$ cat src/rtl/param_sync_rx_if.sv
// param_sync_rx_if
//   Bundles the SPI-domain command-decoder signals that cross into the
//   sys_clk domain, together with the feedback word returned to the SPI side.
//   master: SPI command block (drives the acks and words, reads the feedback)
//   slave : param_sync_rx (reads the acks and words, drives the feedback)
//   Signals:
//     machine_start_ack, machine_stop_ack  stretched run-control pulses
//     *_data_async                         parameter words, stable while ack high
//     change_*_ack                         stretched per-parameter update pulses
//     feedback_data_async                  32-bit status word
//     change_feedback_ack                  feedback-valid level
interface param_sync_rx_if;
  logic        machine_start_ack;
  logic        machine_stop_ack;
  logic [15:0] Ton_data_async;
  logic [15:0] Toff_data_async;
  logic [15:0] Ip_data_async;
  logic [15:0] waveform_data_async;
  logic        change_Ton_ack;
  logic        change_Toff_ack;
  logic        change_Ip_ack;
  logic        change_waveform_ack;
  logic [31:0] feedback_data_async;
  logic        change_feedback_ack;

  modport master (
    output machine_start_ack, machine_stop_ack,
    output Ton_data_async, Toff_data_async, Ip_data_async, waveform_data_async,
    output change_Ton_ack, change_Toff_ack, change_Ip_ack, change_waveform_ack,
    input  feedback_data_async, change_feedback_ack
  );

  modport slave (
    input  machine_start_ack, machine_stop_ack,
    input  Ton_data_async, Toff_data_async, Ip_data_async, waveform_data_async,
    input  change_Ton_ack, change_Toff_ack, change_Ip_ack, change_waveform_ack,
    output feedback_data_async, change_feedback_ack
  );
endinterface

$ cat src/rtl/param_sync_rx.sv
// param_sync_rx
//   Brings the SPI command-decoder outputs into the sys_clk domain, validates
//   each parameter update, holds the machine run state, applies parameters
//   immediately while stopped or at a discharge-cycle boundary while running,
//   and publishes a periodic 32-bit feedback word with a level ack.
//   Ports:
//     sys_clk, rst_n        clock; synchronous active-low reset
//     bus                   SPI-side acks/words in, feedback word/ack out
//     cycle_boundary        one-cycle pulse at the end of each Toff
//     measured_current      latest current sample (goes into the feedback word)
//     Ton/Toff/Ip/waveform_data  active parameters
//     machine_on            run state
//     param_commit          one-cycle pulse on any active-parameter change
//     err_flags             sticky rejects {waveform, Ip, Toff, Ton}
module param_sync_rx #(
  parameter int TON_MIN             = 1,
  parameter int TON_MAX             = 1000,
  parameter int TOFF_MIN            = 5,
  parameter int IP_MAX              = 100,
  parameter int WAVEFORM_NUM        = 4,
  parameter int FEEDBACK_PERIOD     = 1000,
  parameter int FEEDBACK_ACK_CYCLES = 8
) (
  input  logic           sys_clk,
  input  logic           rst_n,
  param_sync_rx_if.slave bus,
  input  logic           cycle_boundary,
  input  logic [15:0]    measured_current,
  output logic [15:0]    Ton_data,
  output logic [15:0]    Toff_data,
  output logic [15:0]    Ip_data,
  output logic [15:0]    waveform_data,
  output logic           machine_on,
  output logic           param_commit,
  output logic [3:0]     err_flags
);

  localparam int FC_W = $clog2(FEEDBACK_PERIOD);
  localparam logic [FC_W-1:0] FC_LAST      = FC_W'(FEEDBACK_PERIOD - 1);
  localparam logic [FC_W-1:0] FC_LOAD      = FC_W'(1);
  localparam logic [FC_W-1:0] FC_ACK_FIRST = FC_W'(2);
  localparam logic [FC_W-1:0] FC_ACK_LAST  = FC_W'(FEEDBACK_ACK_CYCLES + 1);
  localparam logic [15:0] RST_VAL [4] = '{16'd80, 16'd20, 16'd30, 16'd0};

  typedef enum logic {OFF = 1'b0, RUN = 1'b1} state_t;

  state_t      r_state, w_state_nxt;
  logic [2:0]  r_sync [6];
  logic [5:0]  w_ack, w_edge, r_evt;
  logic        w_start, w_stop;
  logic [3:0]  w_pevt, w_ok, w_acc, w_rej, w_direct_wr, w_shadow_wr;
  logic [15:0] w_raw [4];
  logic [15:0] r_active [4];
  logic [15:0] r_shadow [4];
  logic [3:0]  r_pending;
  logic [3:0]  r_err;
  logic        r_param_commit;
  logic        w_commit_all;
  logic [FC_W-1:0] r_fc;
  logic [31:0] r_fb_data;
  logic        r_fb_ack;

  // Index order: start, stop, Ton, Toff, Ip, waveform
  assign w_ack = {bus.change_waveform_ack, bus.change_Ip_ack, bus.change_Toff_ack,
                  bus.change_Ton_ack, bus.machine_stop_ack, bus.machine_start_ack};

  always_comb begin
    w_edge = '0;
    for (int unsigned i = 0; i < 6; i++) w_edge[i] = r_sync[i][1] & ~r_sync[i][2];
  end

  // Rising-edge detect is registered once more so every event lands on a
  // clean flop output; all actions then occur three edges after first sample.
  always_ff @(posedge sys_clk) begin
    if (!rst_n) begin
      for (int unsigned i = 0; i < 6; i++) r_sync[i] <= '0;
      r_evt <= '0;
    end else begin
      for (int unsigned i = 0; i < 6; i++) r_sync[i] <= {r_sync[i][1:0], w_ack[i]};
      r_evt <= w_edge;
    end
  end

  assign w_start = r_evt[0];
  assign w_stop  = r_evt[1];
  assign w_pevt  = r_evt[5:2];

  assign w_raw[0] = bus.Ton_data_async;
  assign w_raw[1] = bus.Toff_data_async;
  assign w_raw[2] = bus.Ip_data_async;
  assign w_raw[3] = bus.waveform_data_async;

  assign w_ok[0] = (w_raw[0] >= 16'(TON_MIN)) && (w_raw[0] <= 16'(TON_MAX));
  assign w_ok[1] = (w_raw[1] >= 16'(TOFF_MIN));
  assign w_ok[2] = (w_raw[2] <= 16'(IP_MAX));
  assign w_ok[3] = (w_raw[3] <  16'(WAVEFORM_NUM));

  assign w_acc = w_pevt & w_ok;
  assign w_rej = w_pevt & ~w_ok;

  // Run FSM: stop has priority over start
  always_comb begin
    w_state_nxt = r_state;
    if (r_state == OFF) begin
      if (w_start && !w_stop) w_state_nxt = RUN;
    end else begin
      if (w_stop) w_state_nxt = OFF;
    end
  end

  always_ff @(posedge sys_clk) begin
    if (!rst_n) r_state <= OFF;
    else        r_state <= w_state_nxt;
  end

  // Pending shadows commit at a boundary or on the RUN->OFF transition. A
  // data event on the stopping cycle bypasses the shadow so it is not left
  // stranded as pending while OFF.
  assign w_commit_all = (r_state == RUN) && (cycle_boundary || w_stop) && (|r_pending);
  assign w_direct_wr  = w_acc & {4{(r_state == OFF) || w_stop}};
  assign w_shadow_wr  = w_acc & ~w_direct_wr;

  always_ff @(posedge sys_clk) begin
    if (!rst_n) begin
      for (int unsigned i = 0; i < 4; i++) begin
        r_active[i] <= RST_VAL[i];
        r_shadow[i] <= RST_VAL[i];
      end
      r_pending      <= '0;
      r_err          <= '0;
      r_param_commit <= 1'b0;
    end else begin
      r_param_commit <= w_commit_all | (|w_direct_wr);
      r_err          <= (w_start ? 4'b0000 : r_err) | w_rej;
      r_pending      <= (w_commit_all ? 4'b0000 : r_pending) | w_shadow_wr;
      for (int unsigned i = 0; i < 4; i++) begin
        if (w_commit_all && r_pending[i]) r_active[i] <= r_shadow[i];
        if (w_direct_wr[i])               r_active[i] <= w_raw[i];
        if (w_shadow_wr[i])               r_shadow[i] <= w_raw[i];
      end
    end
  end

  // Feedback: load at fc=1, ack visible for FEEDBACK_ACK_CYCLES cycles
  // starting one cycle later, so data always leads the ack by a cycle.
  always_ff @(posedge sys_clk) begin
    if (!rst_n) begin
      r_fc      <= '0;
      r_fb_data <= '0;
      r_fb_ack  <= 1'b0;
    end else begin
      r_fc <= (r_fc == FC_LAST) ? '0 : r_fc + 1'b1;
      if (r_fc == FC_LOAD)
        r_fb_data <= {10'b0, |r_pending, machine_on, r_err, measured_current};
      r_fb_ack <= (r_fc >= FC_ACK_FIRST) && (r_fc <= FC_ACK_LAST);
    end
  end

  assign Ton_data                = r_active[0];
  assign Toff_data               = r_active[1];
  assign Ip_data                 = r_active[2];
  assign waveform_data           = r_active[3];
  assign machine_on              = (r_state == RUN);
  assign param_commit            = r_param_commit;
  assign err_flags               = r_err;
  assign bus.feedback_data_async = r_fb_data;
  assign bus.change_feedback_ack = r_fb_ack;

endmodule
$ cat src/flat_wrapper.sv
// flat-port wrapper written by rule: the top's interface ports become plain ports
module param_sync_rx_flat 
#(
  parameter int TON_MIN             = 1,
  parameter int TON_MAX             = 1000,
  parameter int TOFF_MIN            = 5,
  parameter int IP_MAX              = 100,
  parameter int WAVEFORM_NUM        = 4,
  parameter int FEEDBACK_PERIOD     = 1000,
  parameter int FEEDBACK_ACK_CYCLES = 8
)
  (sys_clk, rst_n, cycle_boundary, measured_current, Ton_data, Toff_data, Ip_data, waveform_data, machine_on, param_commit, err_flags, bus_machine_start_ack, bus_machine_stop_ack, bus_Ton_data_async, bus_Toff_data_async, bus_Ip_data_async, bus_waveform_data_async, bus_change_Ton_ack, bus_change_Toff_ack, bus_change_Ip_ack, bus_change_waveform_ack, bus_feedback_data_async, bus_change_feedback_ack);
  param_sync_rx_if bus_i ();
  input  logic sys_clk;
  input  logic rst_n;
  input  logic cycle_boundary;
  input  logic [15:0] measured_current;
  output logic [15:0] Ton_data;
  output logic [15:0] Toff_data;
  output logic [15:0] Ip_data;
  output logic [15:0] waveform_data;
  output logic machine_on;
  output logic param_commit;
  output logic [3:0] err_flags;
  input wire logic [$bits(bus_i.machine_start_ack)-1:0] bus_machine_start_ack;
  input wire logic [$bits(bus_i.machine_stop_ack)-1:0] bus_machine_stop_ack;
  input wire logic [$bits(bus_i.Ton_data_async)-1:0] bus_Ton_data_async;
  input wire logic [$bits(bus_i.Toff_data_async)-1:0] bus_Toff_data_async;
  input wire logic [$bits(bus_i.Ip_data_async)-1:0] bus_Ip_data_async;
  input wire logic [$bits(bus_i.waveform_data_async)-1:0] bus_waveform_data_async;
  input wire logic [$bits(bus_i.change_Ton_ack)-1:0] bus_change_Ton_ack;
  input wire logic [$bits(bus_i.change_Toff_ack)-1:0] bus_change_Toff_ack;
  input wire logic [$bits(bus_i.change_Ip_ack)-1:0] bus_change_Ip_ack;
  input wire logic [$bits(bus_i.change_waveform_ack)-1:0] bus_change_waveform_ack;
  output wire logic [$bits(bus_i.feedback_data_async)-1:0] bus_feedback_data_async;
  output wire logic [$bits(bus_i.change_feedback_ack)-1:0] bus_change_feedback_ack;
  assign bus_i.machine_start_ack = bus_machine_start_ack;
  assign bus_i.machine_stop_ack = bus_machine_stop_ack;
  assign bus_i.Ton_data_async = bus_Ton_data_async;
  assign bus_i.Toff_data_async = bus_Toff_data_async;
  assign bus_i.Ip_data_async = bus_Ip_data_async;
  assign bus_i.waveform_data_async = bus_waveform_data_async;
  assign bus_i.change_Ton_ack = bus_change_Ton_ack;
  assign bus_i.change_Toff_ack = bus_change_Toff_ack;
  assign bus_i.change_Ip_ack = bus_change_Ip_ack;
  assign bus_i.change_waveform_ack = bus_change_waveform_ack;
  assign bus_feedback_data_async = bus_i.feedback_data_async;
  assign bus_change_feedback_ack = bus_i.change_feedback_ack;
  param_sync_rx #(.TON_MIN(TON_MIN), .TON_MAX(TON_MAX), .TOFF_MIN(TOFF_MIN), .IP_MAX(IP_MAX), .WAVEFORM_NUM(WAVEFORM_NUM), .FEEDBACK_PERIOD(FEEDBACK_PERIOD), .FEEDBACK_ACK_CYCLES(FEEDBACK_ACK_CYCLES)) u_core (.sys_clk(sys_clk), .rst_n(rst_n), .bus(bus_i), .cycle_boundary(cycle_boundary), .measured_current(measured_current), .Ton_data(Ton_data), .Toff_data(Toff_data), .Ip_data(Ip_data), .waveform_data(waveform_data), .machine_on(machine_on), .param_commit(param_commit), .err_flags(err_flags));
endmodule
$ cat config.mk
export PLATFORM = sky130hd
export DESIGN_NAME = param_sync_rx_flat
export DESIGN_NICKNAME = d
export VERILOG_FILES = /design/src/rtl/param_sync_rx_if.sv /design/src/rtl/param_sync_rx.sv /design/src/flat_wrapper.sv
export SDC_FILE = /design/constraint.sdc
export NUM_CORES = 1
export LEC_CHECK = 0
export ABC_AREA = 0
export BUFFER_PORTS_ARGS = -buffer_cell sky130_fd_sc_hd__buf_4
export CAP_MARGIN = 10
export CELL_PAD_IN_SITES_DETAIL_PLACEMENT = 0
export CELL_PAD_IN_SITES_GLOBAL_PLACEMENT = 1
export CORE_MARGIN = 5
export CORE_UTILIZATION = 30
export CTS_BUF_LIST = sky130_fd_sc_hd__clkbuf_16
export DETAILED_ROUTE_END_ITERATION = 10
export PLACE_DENSITY = 0.7
export SYNTH_ARGS = -nofsm -noshare
export SYNTH_HDL_FRONTEND = slang
export SYNTH_SLANG_ARGS = --single-unit
export TNS_END_PERCENT = 30
$ cat constraint.sdc
create_clock -name sys_clk -period 3.4 [get_ports sys_clk]
set_input_delay 0.68 -clock sys_clk [delete_from_list [all_inputs] [get_ports sys_clk]]
set_output_delay 0.68 -clock sys_clk [all_outputs]
set_load 0.005 [all_outputs]
==> results_dict.tcl, run 1 <==
set metrics [dict create \
    status "finished, final reports clean" \
    post-route-util_pct 39.6 \
    cts.hold.buffers_added 0 \
    synthDominantCellAreaShare_pct 51.0 \
    rows 58 \
    clock_sink_count 195 \
    timing.critical_path.required_ns 3.45 \
    layout.filler_cells 2435 \
    critical_path.endpoint_type "flop" \
    crit_buf_inv 1 \
    gp_congestion 0.751 \
    worst_path_max_delay_cell "sky130_fd_sc_hd__nand3_1" \
    met2WireLength_um 8630 \
    grt_util_all_layers_pct 12.1 \
    total_leakage_power_uw 0.00389 \
    synth_area_um2 7540 \
    yosys_register_bits 195 \
    worst_path_setup_slack_after_routing_ns 1.11 \
    ir_drop_v 0.000282 \
    synthDistinctLibCells 51 \
    drc 0 \
    postRouteAntennaNets 0 \
    detailedRoute.firstPassIterationCount 5 \
    r2r-end "u_core.r_active[1][2]$_SDFFCE_PN1P_" \
    mostFrequentLayoutCells "sky130_fd_sc_hd__buf_4 (194), sky130_fd_sc_hd__edfxtp_1 (128), sky130_fd_sc_hd__and2_1 (75), sky130_fd_sc_hd__dfxtp_1 (67), sky130_fd_sc_hd__nand2_1 (65)" \
    antenna_found_initial 1 \
    final_hold_vios 0 \
    synth.avg_cell_area_um2 12.8 \
    max_slew.worst_pin.slew_ns 0.767 \
    die_area_um2 28400 \
    synth_edf_count 128 \
    buffer_ports.inserted 181 \
    synth_area_leaders "sky130_fd_sc_hd__edfxtp_1 (51%), sky130_fd_sc_hd__dfxtp_1 (18%), sky130_fd_sc_hd__and2_1 (6.2%)" \
    finalSetupViolCount 0 \
    worst_min_delay_path_category "reg -> reg" \
    place_worst_setup_slack_ns 0.640 \
    worst_setup_path_start_kind "primary input" \
    synthArstFlopShare_pct 0 \
    dp_hpwl_um 12600 \
    final-max-slew-violation-count 0 \
    post_route_cells_drive_above_1_share_pct 31.1 \
    reg2reg_depth 5 \
    clock_insertion_delay_worst_skew_ns 0.43 \
    postCtsSetupBuffers 0 \
    first_global_vias 4921 \
    setup.worst_path.start "bus_Ton_data_async[15]" \
    postSynth.topFlopCell "sky130_fd_sc_hd__edfxtp_1" \
    netlist.top_cell.by_area "sky130_fd_sc_hd__edfxtp_1" \
    top_layer "met5" \
    timing.fmax_ghz 0.436 \
    design.portCount 192 \
    min_period_over_period_pct 67.4 \
    totalWireLength_um 17400 \
    antenna-diode-count 0 \
    critical_path_arrival_ns 2.35 \
    multi_input_gate_area_in_the_final_layout_um2 2250 \
    clock_edge_transition_at_the_registers_on_the_reported_setup_and_hold_paths_ns 0.07 \
    chipWidth_um 168 \
    ctsResizeCount 0 \
    relSlewSlack_pct 48.7 \
    ys_warn_count 0 \
    final_net_count 899 \
    cts-root-buf "sky130_fd_sc_hd__clkbuf_16" \
    timing.hold.ws_ns 0.382 \
    worstSetupPathDepth 5 \
    critical_path.endpoint "u_core.r_active[0][3]$_SDFFCE_PN0P_" \
    route.detailed.vias_per_inst 4.33 \
    chip_height_um 168 \
    totalNegativeSetupSlack_ns 0 \
    clk_path_buf_depth 2 \
    postSynthCellCount 589 \
    cts-buffers-inserted 17 \
    route.detailed.wl_per_inst_um 15.2 \
    register_area_um2 5180 \
    crit_path_max_fanout 16 \
    flow.area_growth_from_synthesis_pct 31.3 \
    worst_clock_skew_on_the_final_layout_ns 0.0206 \
    synth.yosys.seq_area_share_pct 68.8 \
    grt_setup_unrepaired "false" \
    grt_first_pass_wirelength_um 26900 \
    coreArea_um2 25000 \
    layout_min_cycle_time_ns 2.29 \
    power-per-cell-area_nw_per_um2 491 \
    worst_r2r_startpoint "u_core.r_evt[1]$_SDFF_PN0_" \
    cts_tree "done" \
    maximum_number_of_pins_on_one_net_before_global_route_repair 40 \
    initial_utilization_pct 30.2 \
    max_stage_delay_ns 0.57 \
    path_cells "buf_4, nor4_1, nand4_1, nand3b_1, nand3_1" \
    reg2reg_setup_slack_ns 1.12 \
    cts_htree_levels 4 \
    drt_iter0_drc 317 \
    layout_commonest_cell "sky130_fd_sc_hd__buf_4" \
    maxCapViolCount 0 \
    met3RoutedLength_um 906 \
    route.vias.total 4971 \
    wl_met1_um 7600 \
    cp_delay_by_family_top "simple AND/OR/NAND/NOR gates" \
    path_class "in -> reg" \
    grt_remaining_overflow 0 \
]
==> where the power goes <==
part / total [µW] / switching (µW) / internal (µW)
registers: 2650 / 33.5 / 2620
logic: 322 / 163 / 159
clock network: 1890 / 929 / 959
total: 4860 / 1130 / 3730
==> metrics by stage <==
| step | instances | area (µm²) | power (µW) |
|---|---|---|---|
| after floorplan | 627 | 7680 | 2820 |
| after global placement | 1117 | 9340 | 3030 |
| after detailed placement | 1117 | 9340 | 3030 |
| after CTS | 1149 | 9900 | 4930 |
| after global routing | 1149 | 9900 | 5070 |
| final | 1149 | 9900 | 4860 |
==> worst min-delay path by stage <==
stage,startpoint,end,slack [ns],cells after the start
after floorplan,u_core.r_sync[0][2]$_SDFF_PN0_,u_core.r_evt[0]$_SDFF_PN0_,0.37,1
after global placement,u_core.r_sync[0][2]$_SDFF_PN0_,u_core.r_evt[0]$_SDFF_PN0_,0.37,1
after detailed placement,u_core.r_sync[5][2]$_SDFF_PN0_,u_core.r_evt[5]$_SDFF_PN0_,0.37,1
after CTS,u_core.r_sync[3][2]$_SDFF_PN0_,u_core.r_evt[3]$_SDFF_PN0_,0.38,1
after global routing,u_core.r_sync[3][2]$_SDFF_PN0_,u_core.r_evt[3]$_SDFF_PN0_,0.39,1
final,u_core.r_sync[3][2]$_SDFF_PN0_,u_core.r_evt[3]$_SDFF_PN0_,0.38,1
==> kinds of logic (layout without fill, tap and decap cells) <==
group | Yosys count | count (layout) | share of synthesized area, %
simple gates | 252 | 252 | 18.4
flops | 195 | 195 | 68.8
compound gates | 87 | 87 | 8.22
buf+inv | 45 | 237 | 3.30
xor+xnor | 5 | 5 | 0.581
fa+ha+maj | 4 | 4 | 0.664
other cells | 1 | 39 | 0.0498
==> registers in the layout, summed over array words and instances, names as in the netlist, 4 cells and up <==
signal / count
u_core.bus.feedback_data_async: 22
u_core.err_flags: 4
u_core.r_active: 64
u_core.r_evt: 6
u_core.r_fc: 10
u_core.r_pending: 4
u_core.r_shadow: 64
u_core.r_sync: 18
==> Yosys cell counts, types with 10 or more instances <==
library cell	number
sky130_fd_sc_hd__nor2b_1	11
sky130_fd_sc_hd__nor4_1	12
sky130_fd_sc_hd__dfxtp_1	67
sky130_fd_sc_hd__nand2_1	65
sky130_fd_sc_hd__clkbuf_1	11
sky130_fd_sc_hd__edfxtp_1	128
sky130_fd_sc_hd__nor2_1	26
sky130_fd_sc_hd__o21ai_0	15
sky130_fd_sc_hd__inv_1	11
sky130_fd_sc_hd__and2_1	75
sky130_fd_sc_hd__o221a_2	14
sky130_fd_sc_hd__nand2b_1	10
sky130_fd_sc_hd__buf_4	12
sky130_fd_sc_hd__a21oi_1	33
==> area by class of cell <==
class                           instances  area share [%]
Clock buffer                           17            4.30
Clock inverter                         15            1.30
Inverter                               11           0.417
Multi-Input combinational cell        387            22.7
Sequential cell                       195            52.4
Tap cell                              330            4.17
Timing Repair Buffer                  194            14.7
==> metal layers <==
| layer | GRT usage [%] | vias up |
|---|---|---|
| met1 | 15.0 | 2325 |
| met4 | 4.34 | 2 |
| met2 | 20.5 | 114 |
| li1 | - | 2510 |
| met5 | 0 | - |
| met3 | 3.20 | 20 |
==> worst register-to-register path: cells and delay by family (launching register included) <==
kind            cells  cell delay, ns
simple gates        2            0.69
flops               1            0.36
compound gates      3            0.96
No activity file was read; power rests on OpenSTA's default activity.
==> inputs of run 2 (changes only) <==
PLACE_DENSITY = 0.72   (was 0.7)
clock period = 2 ns   (was 3.4 ns; I/O delays follow)
==> results_dict.tcl, run 2 (same netlist as run 1, synthesis figures left out) <==
set metrics [dict create \
    status "finished, final reports clean" \
    cts_htree_levels 4 \
    clock_insertion_delay_worst_skew_ns 0.43 \
    grt_setup_unrepaired "false" \
    maxCapViolCount 0 \
    coreArea_um2 25000 \
    maximum_number_of_pins_on_one_net_before_global_route_repair 40 \
    chipWidth_um 168 \
    crit_buf_inv 2 \
    crit_path_frequent_cell "sky130_fd_sc_hd__buf_4" \
    reg2reg_setup_slack_ns 0.17 \
    mostFrequentLayoutCells "sky130_fd_sc_hd__buf_4 (228), sky130_fd_sc_hd__edfxtp_1 (128), sky130_fd_sc_hd__and2_1 (75), sky130_fd_sc_hd__dfxtp_1 (67), sky130_fd_sc_hd__nand2_1 (65)" \
    clock_sink_count 195 \
    post-route-util_pct 41.3 \
    switching_share_pct 23.2 \
    layout_commonest_cell "sky130_fd_sc_hd__buf_4" \
    crit_path_max_fanout 9 \
    drt_iter0_drc 280 \
    final-max-slew-violation-count 0 \
    route.vias.total 5083 \
    max_slew.worst_pin.slew_ns 0.616 \
    chip_height_um 168 \
    worst_min_delay_path_category "in -> reg" \
    clk_path_buf_depth 2 \
    worst_clock_skew_on_the_final_layout_ns 0.0102 \
    rows 58 \
    switchingPower_uw 1940 \
    cts-root-buf "sky130_fd_sc_hd__clkbuf_16" \
    antenna_found_initial 0 \
    design.portCount 192 \
    postRouteAntennaNets 0 \
    cts_tree "done" \
    final_hold_vios 0 \
    timing.critical_path.required_ns 2.27 \
    clock_edge_transition_at_the_registers_on_the_reported_setup_and_hold_paths_ns 0.08 \
    layout_min_cycle_time_ns 1.83 \
    sequentialPowerShare_pct 53.9 \
    total_power_uw 8350 \
    critical_path.endpoint_type "flop" \
    max_stage_delay_ns 0.48 \
    min_period_over_period_pct 91.5 \
    post_route_cells_drive_above_1_share_pct 34.8 \
    totalWireLength_um 17400 \
    antenna-diode-count 0 \
    finalSetupViolCount 0 \
    total_leakage_power_uw 0.00412 \
    dp_hpwl_um 12900 \
    relSlewSlack_pct 58.7 \
    initial_utilization_pct 30.2 \
    cts-buffers-inserted 17 \
    cts.hold.buffers_added 0 \
    gp_congestion 0.766 \
    final_net_count 939 \
    first_global_vias 4975 \
    flow.area_growth_from_synthesis_pct 36.8 \
    worst_path_max_delay_cell "sky130_fd_sc_hd__or3b_2" \
    grt_first_pass_wirelength_um 26900 \
    reg2reg_depth 7 \
    path_class "reg -> reg" \
    detailedRoute.firstPassIterationCount 4 \
    p_comb_share_pct 7.3 \
    route.detailed.vias_per_inst 4.28 \
    clockPowerShare_pct 38.8 \
    p_int_uw 6410 \
    grt_remaining_overflow 0 \
    grt_util_all_layers_pct 12.2 \
    path_cells "nand2b_1, buf_4, nand2_1, nor4_4, buf_4, or3b_2, a21oi_1" \
    ir_drop_v 0.000419 \
    worstSetupPathDepth 7 \
    cp_delay_by_family_top "simple AND/OR/NAND/NOR gates" \
    worst_setup_path_start_kind "flop" \
    buffer_ports.inserted 181 \
    min_delay_path_depth 2 \
    timing.fmax_ghz 0.546 \
    power-per-cell-area_nw_per_um2 810 \
    critical_path_arrival_ns 2.10 \
    route.detailed.wl_per_inst_um 14.6 \
    die_area_um2 28400 \
    drc 0 \
]
==> run 2: cell count changes in the layout (fill, tap and decap cells not counted), sizes merged <==
cell / change
clkinv: -2
clkinvlp: -1
buf: +40
inv: +3
==> run 2: worst paths after layout <==
check                                  from                                   to
min reg2reg  u_core.r_sync[5][2]$_SDFF_PN0_           u_core.r_evt[5]$_SDFF_PN0_
min                     bus_change_Toff_ack       u_core.r_sync[3][0]$_SDFF_PN0_
max              u_core.r_evt[1]$_SDFF_PN0_  u_core.r_active[2][0]$_SDFFCE_PN0P_
max reg2reg      u_core.r_evt[1]$_SDFF_PN0_  u_core.r_active[2][0]$_SDFFCE_PN0P_
==> run 2: per-stage QoR <==
step | setup TNS [ns] | setup WS, ns | hold slack (ns) | instances | instance area (µm²)
final | 0 | 0.170 | 0.176 | 1189 | 10300
after global routing | 0 | 0.0470 | 0.161 | 1189 | 10300
after CTS | 0 | 0.0295 | 0.150 | 1189 | 10300
after detailed placement | -13.86 | -0.203 | 0.372 | 1157 | 9730
after global placement | -9.45 | -0.195 | 0.371 | 1157 | 9730
after floorplan | -5.65 | -0.183 | 0.367 | 627 | 7690
==> run 2: power groups by stage <==
| stage | Sequential, µW | Clock, µW | Combinational (µW) |
|---|---|---|---|
| 6_report | 4500 | 3240 | 606 |
| 5_1_grt | 4520 | 3510 | 670 |
| 3_5_place_dp | 4600 | 0 | 616 |
| 4_1_cts | 4500 | 3350 | 618 |
| 3_3_place_gp | 4590 | 0 | 613 |
| 2_1_floorplan | 4590 | 0 | 212 |
==> run 2: area by class of cell <==
type,instances,area [µm²]
clock inverters,15,136
inverters,11,41.3
flip-flops and latches,195,5180
clock buffers,17,425
well taps,330,413
multi-input cells,387,2280
fillers,2393,14700
repair buffers,234,1830
==> run 2: repair_timing <==
item                                    CTS  global route
resized for setup                         0             3
hold endpoints to repair                  0             0
setup buffers                             0             0
endpoints found under the setup margin    0            26
==> run 2: metal layers <==
metal | vias to the layer above | track usage, % | wire [µm]
li1 | 2580 | - | -
met1 | 2393 | 15.2 | 7540
met2 | 101 | 20.9 | 8940
met3 | 9 | 2.73 | 701
met4 | 0 | 4.02 | 209
met5 | - | 0 | 0
==> inputs of run 3 (changes only) <==
ABC_AREA = 1   (was 0)
PLACE_DENSITY = 0.74   (was 0.72)
==> results_dict.tcl, run 3 <==
set metrics [dict create \
    totalNegativeSetupSlack_ns 0 \
    final_hold_vios 0 \
    rows 59 \
    setup.worst_path.start "u_core.r_evt[1]$_SDFF_PN0_" \
    design.portCount 192 \
    reg2reg_depth 6 \
    layout.filler_cells 2582 \
    final-max-slew-violation-count 0 \
    postCtsSetupBuffers 0 \
    route.vias.total 5693 \
    worst_path_setup_slack_after_routing_ns 0.262 \
    mostFrequentLayoutCells "sky130_fd_sc_hd__buf_4 (205), sky130_fd_sc_hd__inv_1 (129), sky130_fd_sc_hd__edfxtp_1 (128), sky130_fd_sc_hd__nor2_1 (113), sky130_fd_sc_hd__nand2_1 (98)" \
    power-per-cell-area_nw_per_um2 829 \
    min_delay_path_depth 3 \
    synth_compound_area_share_pct 6.87 \
    first_global_vias 5780 \
    detailedRoute.firstPassIterationCount 4 \
    clock_insertion_delay_worst_skew_ns 0.43 \
    synth_mux_area_share_pct 0 \
    final_net_count 1105 \
    timing.fmax_ghz 0.575 \
    relSlewSlack_pct 47.2 \
    post_route_cells_drive_above_1_share_pct 29.2 \
    area_after_dpl_um2 10000 \
    path_class "reg -> reg" \
    worst_setup_path_start_kind "flop" \
    buffer_ports.inserted 181 \
    worst_clock_skew_on_the_final_layout_ns 0.00991 \
    synth.avg_cell_area_um2 10.3 \
    ys_top_cells_by_count "sky130_fd_sc_hd__edfxtp_1 (128), sky130_fd_sc_hd__inv_1 (128), sky130_fd_sc_hd__nor2_1 (113)" \
    synthSimpleGateAreaFrac_pct 17.9 \
    drt_iter0_drc 277 \
    postSynthCellCount 777 \
    postRouteAntennaNets 0 \
    synthDominantCellAreaShare_pct 48.2 \
    yosys_register_bits 195 \
    worst_min_delay_path_category "in -> reg" \
    layout_min_cycle_time_ns 1.74 \
    timing.critical_path.required_ns 2.11 \
    clock_edge_transition_at_the_registers_on_the_reported_setup_and_hold_paths_ns 0.07 \
    cts_tree "done" \
    multi_input_gate_area_in_the_final_layout_um2 2200 \
    cts_htree_levels 4 \
    worst_r2r_startpoint "u_core.r_evt[1]$_SDFF_PN0_" \
    die_area_um2 30000 \
    ctsResizeCount 0 \
    maxCapViolCount 0 \
    dp_hpwl_um 13400 \
    antenna-diode-count 0 \
    cts-buffers-inserted 17 \
    grt_setup_unrepaired "false" \
    synthArstFlopShare_pct 0 \
    route.detailed.vias_per_inst 4.19 \
    worstHoldStart "bus_machine_start_ack" \
    timing.hold.ws_ns 0.154 \
    total_leakage_power_uw 0.00479 \
    ys_warn_count 0 \
    status "finished, final reports clean" \
    synth_area_um2 7980 \
    min_period_over_period_pct 86.9 \
    layout.cell_area.non_filler_um2 10600 \
    cts-root-buf "sky130_fd_sc_hd__clkbuf_16" \
    critical_path.endpoint_type "flop" \
    synth_edf_count 128 \
    register_area_um2 5180 \
    ir_drop_v 0.000410 \
    synthDistinctLibCells 43 \
    layout_commonest_cell "sky130_fd_sc_hd__buf_4" \
    crit_path_max_fanout 16 \
    grt_remaining_overflow 0 \
    clk_path_buf_depth 2 \
    antenna_found_initial 0 \
    netlist.top_cell.by_area "sky130_fd_sc_hd__edfxtp_1" \
    flow.area_growth_from_synthesis_pct 32.9 \
    gp_congestion 0.783 \
    synth_area_leaders "sky130_fd_sc_hd__edfxtp_1 (48%), sky130_fd_sc_hd__dfxtp_1 (17%), sky130_fd_sc_hd__inv_1 (6.0%)" \
    place_worst_setup_slack_ns 0.0867 \
    finalSetupViolCount 0 \
    drc 0 \
    maximum_number_of_pins_on_one_net_before_global_route_repair 45 \
    postSynth.topFlopCell "sky130_fd_sc_hd__edfxtp_1" \
    critical_path_arrival_ns 1.85 \
    grt_util_all_layers_pct 12.1 \
    combinational_family_with_the_most_area_after_synthesis "simple AND/OR/NAND/NOR gates" \
    cts.hold.buffers_added 0 \
    post_synth_adder_cell_area_pct 0.627 \
    clock_sink_count 195 \
    max_slew.worst_pin.slew_ns 0.792 \
    route.detailed.wl_per_inst_um 13.1 \
    post-route-util_pct 40.6 \
    chip_height_um 173 \
    grt_first_pass_wirelength_um 29400 \
    totalWireLength_um 17800 \
    chipWidth_um 173 \
    initial_utilization_pct 30.5 \
    coreArea_um2 26100 \
    synth.yosys.seq_area_share_pct 65.0 \
    yosys.area_share.xor_xnor_pct 0.329 \
]
==> run 3: layout make-up <==
cell class / count / area share, %
Clock buffer: 17 / 4.01
Sequential cell: 195 / 48.9
Timing Repair Buffer: 212 / 15.8
Inverter: 137 / 4.85
Multi-Input combinational cell: 449 / 20.7
Clock inverter: 15 / 1.79
Tap cell: 335 / 3.95
==> run 3: metrics by stage <==
step,instances,power (µW)
2_1_floorplan,815,4900
3_3_place_gp,1328,5300
3_5_place_dp,1328,5310
4_1_cts,1360,8920
5_1_grt,1360,9190
6_report,1360,8800
==> run 3: final timing paths <==
kind                            slack (ns)                                   to
worst min-delay path                  0.15       u_core.r_sync[0][0]$_SDFF_PN0_
worst min register to register        0.38           u_core.r_evt[3]$_SDFF_PN0_
worst max-delay path                  0.26  u_core.r_active[1][2]$_SDFFCE_PN1P_
worst max register to register        0.26  u_core.r_active[1][2]$_SDFFCE_PN1P_
==> run 3: cell families (layout without fill, tap and decap cells) <==
logic type | Yosys count | count (layout)
AOI/OAI and AO/OA | 96 | 96
and+or+nand+nor | 307 | 307
buffers and inverters | 171 | 381
other | 1 | 39
xor gates and xnor gates | 3 | 3
adders and majority gates | 4 | 4
DFF | 195 | 195
==> run 3: power breakdown <==
group / switching [µW] / internal, µW / leakage, µW / total [µW]
Clock: 1580 / 2010 / 0.000305 / 3590
Combinational: 336 / 335 / 0.00268 / 670
Sequential: 71.8 / 4460 / 0.00180 / 4530
==> run 3: per-layer routing <==
metal	routed length (µm)	share of wire [%]	track usage [%]
met5	0	0	0
met4	219	1.2	3.72
met3	1070	6.0	3.97
met2	8400	47	19.8
met1	8150	46	15.1
==> run 3: worst max-delay path: stages, from the launching register on <==
cell,delay [ns]
sky130_fd_sc_hd__dfxtp_1,0.41
sky130_fd_sc_hd__nor2_4,0.06
sky130_fd_sc_hd__inv_2,0.20
sky130_fd_sc_hd__nand3_2,0.20
sky130_fd_sc_hd__o21a_2,0.27
sky130_fd_sc_hd__nand2_1,0.06
sky130_fd_sc_hd__buf_4,0.23
